===== src/rtl/omsp_spm_slot_ctrl.sv =====
// omsp_spm_slot_ctrl
// Sancus protected-module slot controller. Accepts create, destroy-by-id and
// destroy-current requests over a valid/ready handshake, finds the target
// slot in an external array of NB_SLOTS slots, runs the overlap check for
// creates, pulses the slot update and returns status plus module ID.
// Also owns module-ID allocation (next_id / exhausted) and prev_pc tracking.
//
// Ports:
//   mclk, puc_rst_n          clock, async active-low reset
//   pc, pc_en, prev_pc       fetch address in, previous-instruction pc out
//   req_valid/ready/op/id    request channel (op 00 create, 01 destroy-by-id,
//                            10 destroy-current, 11 reserved)
//   rsp_valid/ready/status/id  response channel (00 OK, 01 FULL,
//                            10 EXHAUSTED, 11 REJECT)
//   slot_enabled/id/pc_hit/overlap/violation   per-slot status from the array
//   slot_check, slot_update, slot_enable, assign_id   per-slot control out
//   violation                OR of slot_violation and exhausted
//
// Build option: OMSP_SPM_FAST_SCAN_EN resolves the target slot in a single
// SCAN cycle with a priority encoder instead of walking one slot per cycle.
//
// state    | meaning
// ---------+---------------------------------------------------------
// S_IDLE   | ready for a request
// S_SCAN   | looking for a free slot (create) or matching ID (destroy)
// S_CHECK  | slot_check driven, waiting on slot_overlap
// S_COMMIT | slot_update pulse, ID bookkeeping
// S_RESP   | response held until rsp_ready
module omsp_spm_slot_ctrl #(
  parameter int NB_SLOTS = 4,
  parameter int ID_WIDTH = 16,
  parameter int PC_WIDTH = 16
) (
  input  logic                         mclk,
  input  logic                         puc_rst_n,
  input  logic [PC_WIDTH-1:0]          pc,
  input  logic                         pc_en,
  input  logic                         req_valid,
  input  logic [1:0]                   req_op,
  input  logic [ID_WIDTH-1:0]          req_id,
  output logic                         req_ready,
  output logic                         rsp_valid,
  input  logic                         rsp_ready,
  output logic [1:0]                   rsp_status,
  output logic [ID_WIDTH-1:0]          rsp_id,
  input  logic [NB_SLOTS-1:0]          slot_enabled,
  input  logic [NB_SLOTS*ID_WIDTH-1:0] slot_id,
  input  logic [NB_SLOTS-1:0]          slot_pc_hit,
  input  logic [NB_SLOTS-1:0]          slot_overlap,
  input  logic [NB_SLOTS-1:0]          slot_violation,
  output logic [NB_SLOTS-1:0]          slot_check,
  output logic [NB_SLOTS-1:0]          slot_update,
  output logic                         slot_enable,
  output logic [ID_WIDTH-1:0]          assign_id,
  output logic [PC_WIDTH-1:0]          prev_pc,
  output logic                         violation
);

  localparam int IW = (NB_SLOTS > 1) ? $clog2(NB_SLOTS) : 1;

  localparam logic [1:0] OP_CREATE   = 2'b00;
  localparam logic [1:0] OP_DEST_ID  = 2'b01;
  localparam logic [1:0] OP_DEST_CUR = 2'b10;

  localparam logic [1:0] ST_OK  = 2'b00;
  localparam logic [1:0] ST_FULL = 2'b01;
  localparam logic [1:0] ST_EXH = 2'b10;
  localparam logic [1:0] ST_REJ = 2'b11;

  typedef enum logic [2:0] {S_IDLE, S_SCAN, S_CHECK, S_COMMIT, S_RESP} state_t;

  state_t              state;
  logic [1:0]          op_q;
  logic [ID_WIDTH-1:0] id_q;
  logic [ID_WIDTH-1:0] next_id;
  logic                exhausted;
  logic [IW-1:0]       target;
  logic [PC_WIDTH-1:0] cur_pc;

  logic [ID_WIDTH-1:0] ids [NB_SLOTS];
  logic [NB_SLOTS-1:0] id_match;
  logic [NB_SLOTS-1:0] scan_vec;
  logic [NB_SLOTS-1:0] cur_vec;
  logic [ID_WIDTH-1:0] id_inc;
  logic                scan_hit;
  logic                scan_last;
  logic [IW-1:0]       scan_tgt;

  function automatic logic [IW-1:0] lowest_set(input logic [NB_SLOTS-1:0] v);
    lowest_set = '0;
    for (int i = NB_SLOTS - 1; i >= 0; i--)
      if (v[i]) lowest_set = IW'(i);
  endfunction

  function automatic logic [NB_SLOTS-1:0] onehot(input logic [IW-1:0] i);
    onehot = NB_SLOTS'(1) << i;
  endfunction

  for (genvar k = 0; k < NB_SLOTS; k++) begin : g_slot
    assign ids[k]      = slot_id[k*ID_WIDTH +: ID_WIDTH];
    assign id_match[k] = slot_enabled[k] && (ids[k] == id_q);
  end

  // Candidate slots: free ones for create, enabled ones with the wanted ID otherwise.
  assign scan_vec = (op_q == OP_CREATE) ? ~slot_enabled : id_match;
  assign cur_vec  = slot_pc_hit & slot_enabled;
  assign id_inc   = next_id + ID_WIDTH'(1);

`ifdef OMSP_SPM_FAST_SCAN_EN
  assign scan_hit  = |scan_vec;
  assign scan_tgt  = lowest_set(scan_vec);
  assign scan_last = 1'b1;
`else
  logic [IW-1:0] scan_idx;
  assign scan_hit  = scan_vec[scan_idx];
  assign scan_tgt  = scan_idx;
  assign scan_last = (scan_idx == IW'(NB_SLOTS - 1));
`endif

  assign req_ready = (state == S_IDLE);
  assign assign_id = next_id;
  assign violation = (|slot_violation) | exhausted;

  always_ff @(posedge mclk or negedge puc_rst_n) begin
    if (!puc_rst_n) begin
      cur_pc  <= '0;
      prev_pc <= '0;
    end else if (pc_en) begin
      prev_pc <= cur_pc;
      cur_pc  <= pc;
    end
  end

  always_ff @(posedge mclk or negedge puc_rst_n) begin
    if (!puc_rst_n) begin
      state       <= S_IDLE;
      op_q        <= OP_CREATE;
      id_q        <= '0;
      next_id     <= ID_WIDTH'(1);
      exhausted   <= 1'b0;
      target      <= '0;
`ifndef OMSP_SPM_FAST_SCAN_EN
      scan_idx    <= '0;
`endif
      rsp_valid   <= 1'b0;
      rsp_status  <= ST_OK;
      rsp_id      <= '0;
      slot_check  <= '0;
      slot_update <= '0;
      slot_enable <= 1'b0;
    end else begin
      case (state)
        S_IDLE: begin
          if (req_valid) begin
            op_q   <= req_op;
            id_q   <= req_id;
            rsp_id <= '0;
            case (req_op)
              OP_CREATE, OP_DEST_ID: begin
                if (req_op == OP_CREATE && exhausted) begin
                  rsp_valid  <= 1'b1;
                  rsp_status <= ST_EXH;
                  state      <= S_RESP;
                end else begin
`ifndef OMSP_SPM_FAST_SCAN_EN
                  scan_idx <= '0;
`endif
                  state    <= S_SCAN;
                end
              end
              OP_DEST_CUR: begin
                if (|cur_vec) begin
                  target      <= lowest_set(cur_vec);
                  slot_update <= onehot(lowest_set(cur_vec));
                  slot_enable <= 1'b0;
                  state       <= S_COMMIT;
                end else begin
                  rsp_valid  <= 1'b1;
                  rsp_status <= ST_REJ;
                  state      <= S_RESP;
                end
              end
              default: begin
                rsp_valid  <= 1'b1;
                rsp_status <= ST_REJ;
                state      <= S_RESP;
              end
            endcase
          end
        end
        S_SCAN: begin
          if (scan_hit) begin
            target <= scan_tgt;
            if (op_q == OP_CREATE) begin
              slot_check <= slot_enabled & ~onehot(scan_tgt);
              state      <= S_CHECK;
            end else begin
              slot_update <= onehot(scan_tgt);
              slot_enable <= 1'b0;
              state       <= S_COMMIT;
            end
          end else if (scan_last) begin
            rsp_valid  <= 1'b1;
            rsp_status <= (op_q == OP_CREATE) ? ST_FULL : ST_REJ;
            state      <= S_RESP;
          end
`ifndef OMSP_SPM_FAST_SCAN_EN
          else begin
            scan_idx <= scan_idx + IW'(1);
          end
`endif
        end
        S_CHECK: begin
          slot_check <= '0;
          // Overlap is only meaningful for slots being strobed.
          if (|(slot_overlap & slot_check)) begin
            rsp_valid  <= 1'b1;
            rsp_status <= ST_REJ;
            state      <= S_RESP;
          end else begin
            slot_update <= onehot(target);
            slot_enable <= 1'b1;
            state       <= S_COMMIT;
          end
        end
        S_COMMIT: begin
          slot_update <= '0;
          slot_enable <= 1'b0;
          rsp_valid   <= 1'b1;
          rsp_status  <= ST_OK;
          state       <= S_RESP;
          if (op_q == OP_CREATE) begin
            rsp_id  <= next_id;
            next_id <= id_inc;
            if (id_inc == '0) exhausted <= 1'b1;
          end else begin
            rsp_id <= ids[target];
          end
        end
        S_RESP: begin
          if (rsp_ready) begin
            rsp_valid <= 1'b0;
            state     <= S_IDLE;
          end
        end
        default: state <= S_IDLE;
      endcase
    end
  end

endmodule


===== config.mk =====
export PLATFORM = sky130hd
export DESIGN_NAME = omsp_spm_slot_ctrl
export DESIGN_NICKNAME = d
export VERILOG_FILES = /design/src/rtl/omsp_spm_slot_ctrl.sv
export SDC_FILE = /design/constraint.sdc
export NUM_CORES = 1
export LEC_CHECK = 0
export CAP_MARGIN = 25
export CORE_MARGIN = 4
export CORE_UTILIZATION = 51
export DETAILED_ROUTE_END_ITERATION = 12
export HOLD_SLACK_MARGIN = 0.06
export PLACE_DENSITY_LB_ADDON = 0.3
export SLEW_MARGIN = 25
export SYNTH_ARGS = -nofsm -noshare
export SYNTH_HDL_FRONTEND = slang
export SYNTH_SLANG_ARGS = --single-unit

===== constraint.sdc =====
create_clock -name mclk -period 6.1 [get_ports mclk]
set_input_delay 1.525 -clock mclk [delete_from_list [all_inputs] [get_ports mclk]]
set_output_delay 1.525 -clock mclk [all_outputs]
set_load 0.02 [all_outputs]

==> results.md <==
* Post-synthesis sequential area ratio at 42.9%
* Postcts setup bufs at 0
* # diodes at 0
* Worst reg2reg path depth at 8
* CTS Root Cell: clkbuf_16
* Synth Register Bits at roughly 100
* Area contributors post-synth: dfrtp_1 42%, mux2_2 9.5%, xnor2_1 8.1%, mux4_2 6.0%, xor2_1 3.7%
* Period Utilization, post-route at about 71%
* Nets at roughly 820
* Worst Tran Pin Value at between 1000 and 1500 ps
* Hold buffer count at cts at 0
* Worst setup EP type: primary output
* CTS max path bufs at 2
* Post-Synthesis Cells at around 550
* Worst Hold Class: reg -> reg
* Final count of hold timing violations at 0
* Post-Route Utilization at between 70% and 80%
* Largest net degree at the start of global routing at 64
* Pwr/cell area at 380 nW/um2
* P&R area growth vs syn at 35.3%
* CTS H-tree lvls at 3
* Warning count from the yosys run at 0
* Clock latency on the worst-skew pair at around 350 ps
* Vias in the first global route at between 5k and 6k
* RR Startpoint: op_q[1]
* First drt pass iteration count at 5
* Synth Flop Type: dfrtp_1
* Starting Density at around 52%
* Final Power at 0.00306 W
* Post-Syn Area at between 5000 and 6000 um2
* Max-slew headroom at slightly above 30%
* Clock Pin Slew Worst Setup and Hold Paths at 70 ps
* Max IR drop VDD at just over 200 uV
* Core footprint at about 11000 um2
* Synth top area share at a little over two fifths
* DR vias/cell at between 5 and 6
* Setup_tns at 0 ps
* Initial antenna violation count at 0
* IO buf count at between 150 and 200
* Post-synthesis cell type count at 53
* Die X at 116 um
* Fill count at 865
* Vias at just under 5k
* Overall routing resource usage at around a quarter
* DP Wirelength at 12600 um
* Full die area at 13500 um2
* Layout cells sized above 1 at roughly 14%
* Status: complete, no violations
* First-pass GRT wire length at around 26000 um
* CTS sink count at roughly 100
* Die height at approximately 120 um
* Worst hold start: rsp_valid
* Max Clock Skew at 10.8 ps
* CTS tree: done
* Avg WL per Cell at 19.1 um
* Post_cts resized at 0
* RSZ-0062 raised after global routing: no
* Post-synth ARST share at between 90% and 100%
* Num CTS Buffers at 9
* Overflow after GRT at 0
* Max Cap Violations at 0
* CP required at 4580 ps
* Syn_area_per_cell at 10.9 um2
* Largest fanout on the critical path at 1
* Post-synth net total at 671
* Max-slew violation count at 0
* Yosys top cell by area: dfrtp_1
* Critical path launch point type: input pin
* EDFF count, synth at 0
* Crit path from: slot_violation[1]
* Row count at 39
* GPL Wtd Cong at between 0.8 and 0.9
* Crit path kind: in -> out
* Hold Crit Depth at 2
* F_max at 0.230 GHz
* Final wirelength at about 16000 um
* Endpoints failing setup at 0
* CP arrival at around 2800 ps
* DR iter-0 viols at about 390
* Leakage at between 3 and 4 nW
* Min Hold Slack at 489 ps
* DRT antenna net count at 0
* Number of remaining DRC errors at 0
* # IOs at around 180
* Minimum clock period at approximately 4300 ps
## registers in the layout, summed over array words and instances, names as in the netlist
name and cells:
assign_id 16, cur_pc 16, exhausted 1, id_q 16, op_q 2, prev_pc 16, rsp_id 16, rsp_status 2
rsp_valid 1, scan_idx 2, slot_check 4, slot_enable 1, slot_update 4, state 3, target 2
## power breakdown
group	leakage, nW	internal [W]	switching (W)
Combinational	1.79	0.000721	0.000637
Clock	0.150	0.000328	0.000279
Sequential	1.27	0.000840	0.000256
## per-stage QoR
step,cells,setup WS (ps),cell area (um2)
finish,846,1760,8060
global route,846,1710,8060
floorplan,547,2630,5960
global placement,830,1750,7750
detailed placement,830,1750,7750
CTS,846,1750,8060
## synth_stat cells (all sizes together) (13+ instances only)
master	n
mux2i	18
nand4	19
mux4	16
mux2	50
nand2	43
xor2	25
o22ai	16
a21oi	15
nor2	23
o21ai	22
xnor2	58
buf	19
dfrtp	101
clkbuf	26
nand3	13
## cells by family after synthesis
family / synth area share (%)
AND/OR/NAND/NOR: 11.1
flip-flops: 42.9
AO/OA/AOI/OAI: 9.47
multiplexers: 18.5
XOR/XNOR: 12.6
buffers and inverters: 4.37
adder cells (fa/ha/maj): 1.05
## critical path, cell delays in order
cell,delay (ps)
clkdlybuf4s50_1,400
nor4_1,270
nand2_1,80
clkdlybuf4s50_1,540
## worst paths after layout
check | endpoint | slack (ps)
min | rsp_valid | 490
max in group asynchronous | target[0] | 3730
max reg2reg | slot_check[2] | 3410
min reg2reg | rsp_valid | 490
max | violation | 1760
min in group asynchronous | rsp_id[12] | 1160
## final cells by class
| class | count | area (um2) | area share [%] |
|---|---|---|---|
| Multi-Input combinational cell | 390 | 3140 | 39.0 |
| Timing Repair Buffer | 185 | 1840 | 22.8 |
| Clock inverter | 7 | 86.3 | 1.07 |
| Tap cell | 143 | 179 | 2.22 |
| Inverter | 10 | 37.5 | 0.466 |
| Sequential cell | 102 | 2550 | 31.7 |
| Clock buffer | 9 | 225 | 2.79 |
## per-layer routing
layer | up-vias | global-route usage (%) | part of all wire, %
met3 | 22 | 4.49 | 7.5
met5 | - | 0 | 0
met2 | 209 | 40.3 | 48
met4 | 0 | 8.28 | 2.0
li1 | 2254 | - | -
met1 | 2351 | 33.7 | 42
## cell usage in the layout, fill, tap and decap left out, types with 4 or more instances in the layout
cell type        instances
or4b_1                   4
nand2_1                 43
mux2i_1                 18
clkbuf_16                9
o22ai_1                 16
nand4_1                 19
clkdlybuf4s50_1        179
nor2_1                  23
a21oi_1                 15
a22oi_1                  6
nor3_1                   6
xnor2_1                 55
buf_4                    6
o21ai_0                 21
nand2b_1                 4
mux2_2                  50
xor2_1                  25
inv_1                   10
a2bb2oi_1                4
ha_1                     5
nand3_1                 13
dfrtp_1                100
mux4_2                  16
nor4_1                   6
or2_2                    5
Power figures use the tool's default switching activity.
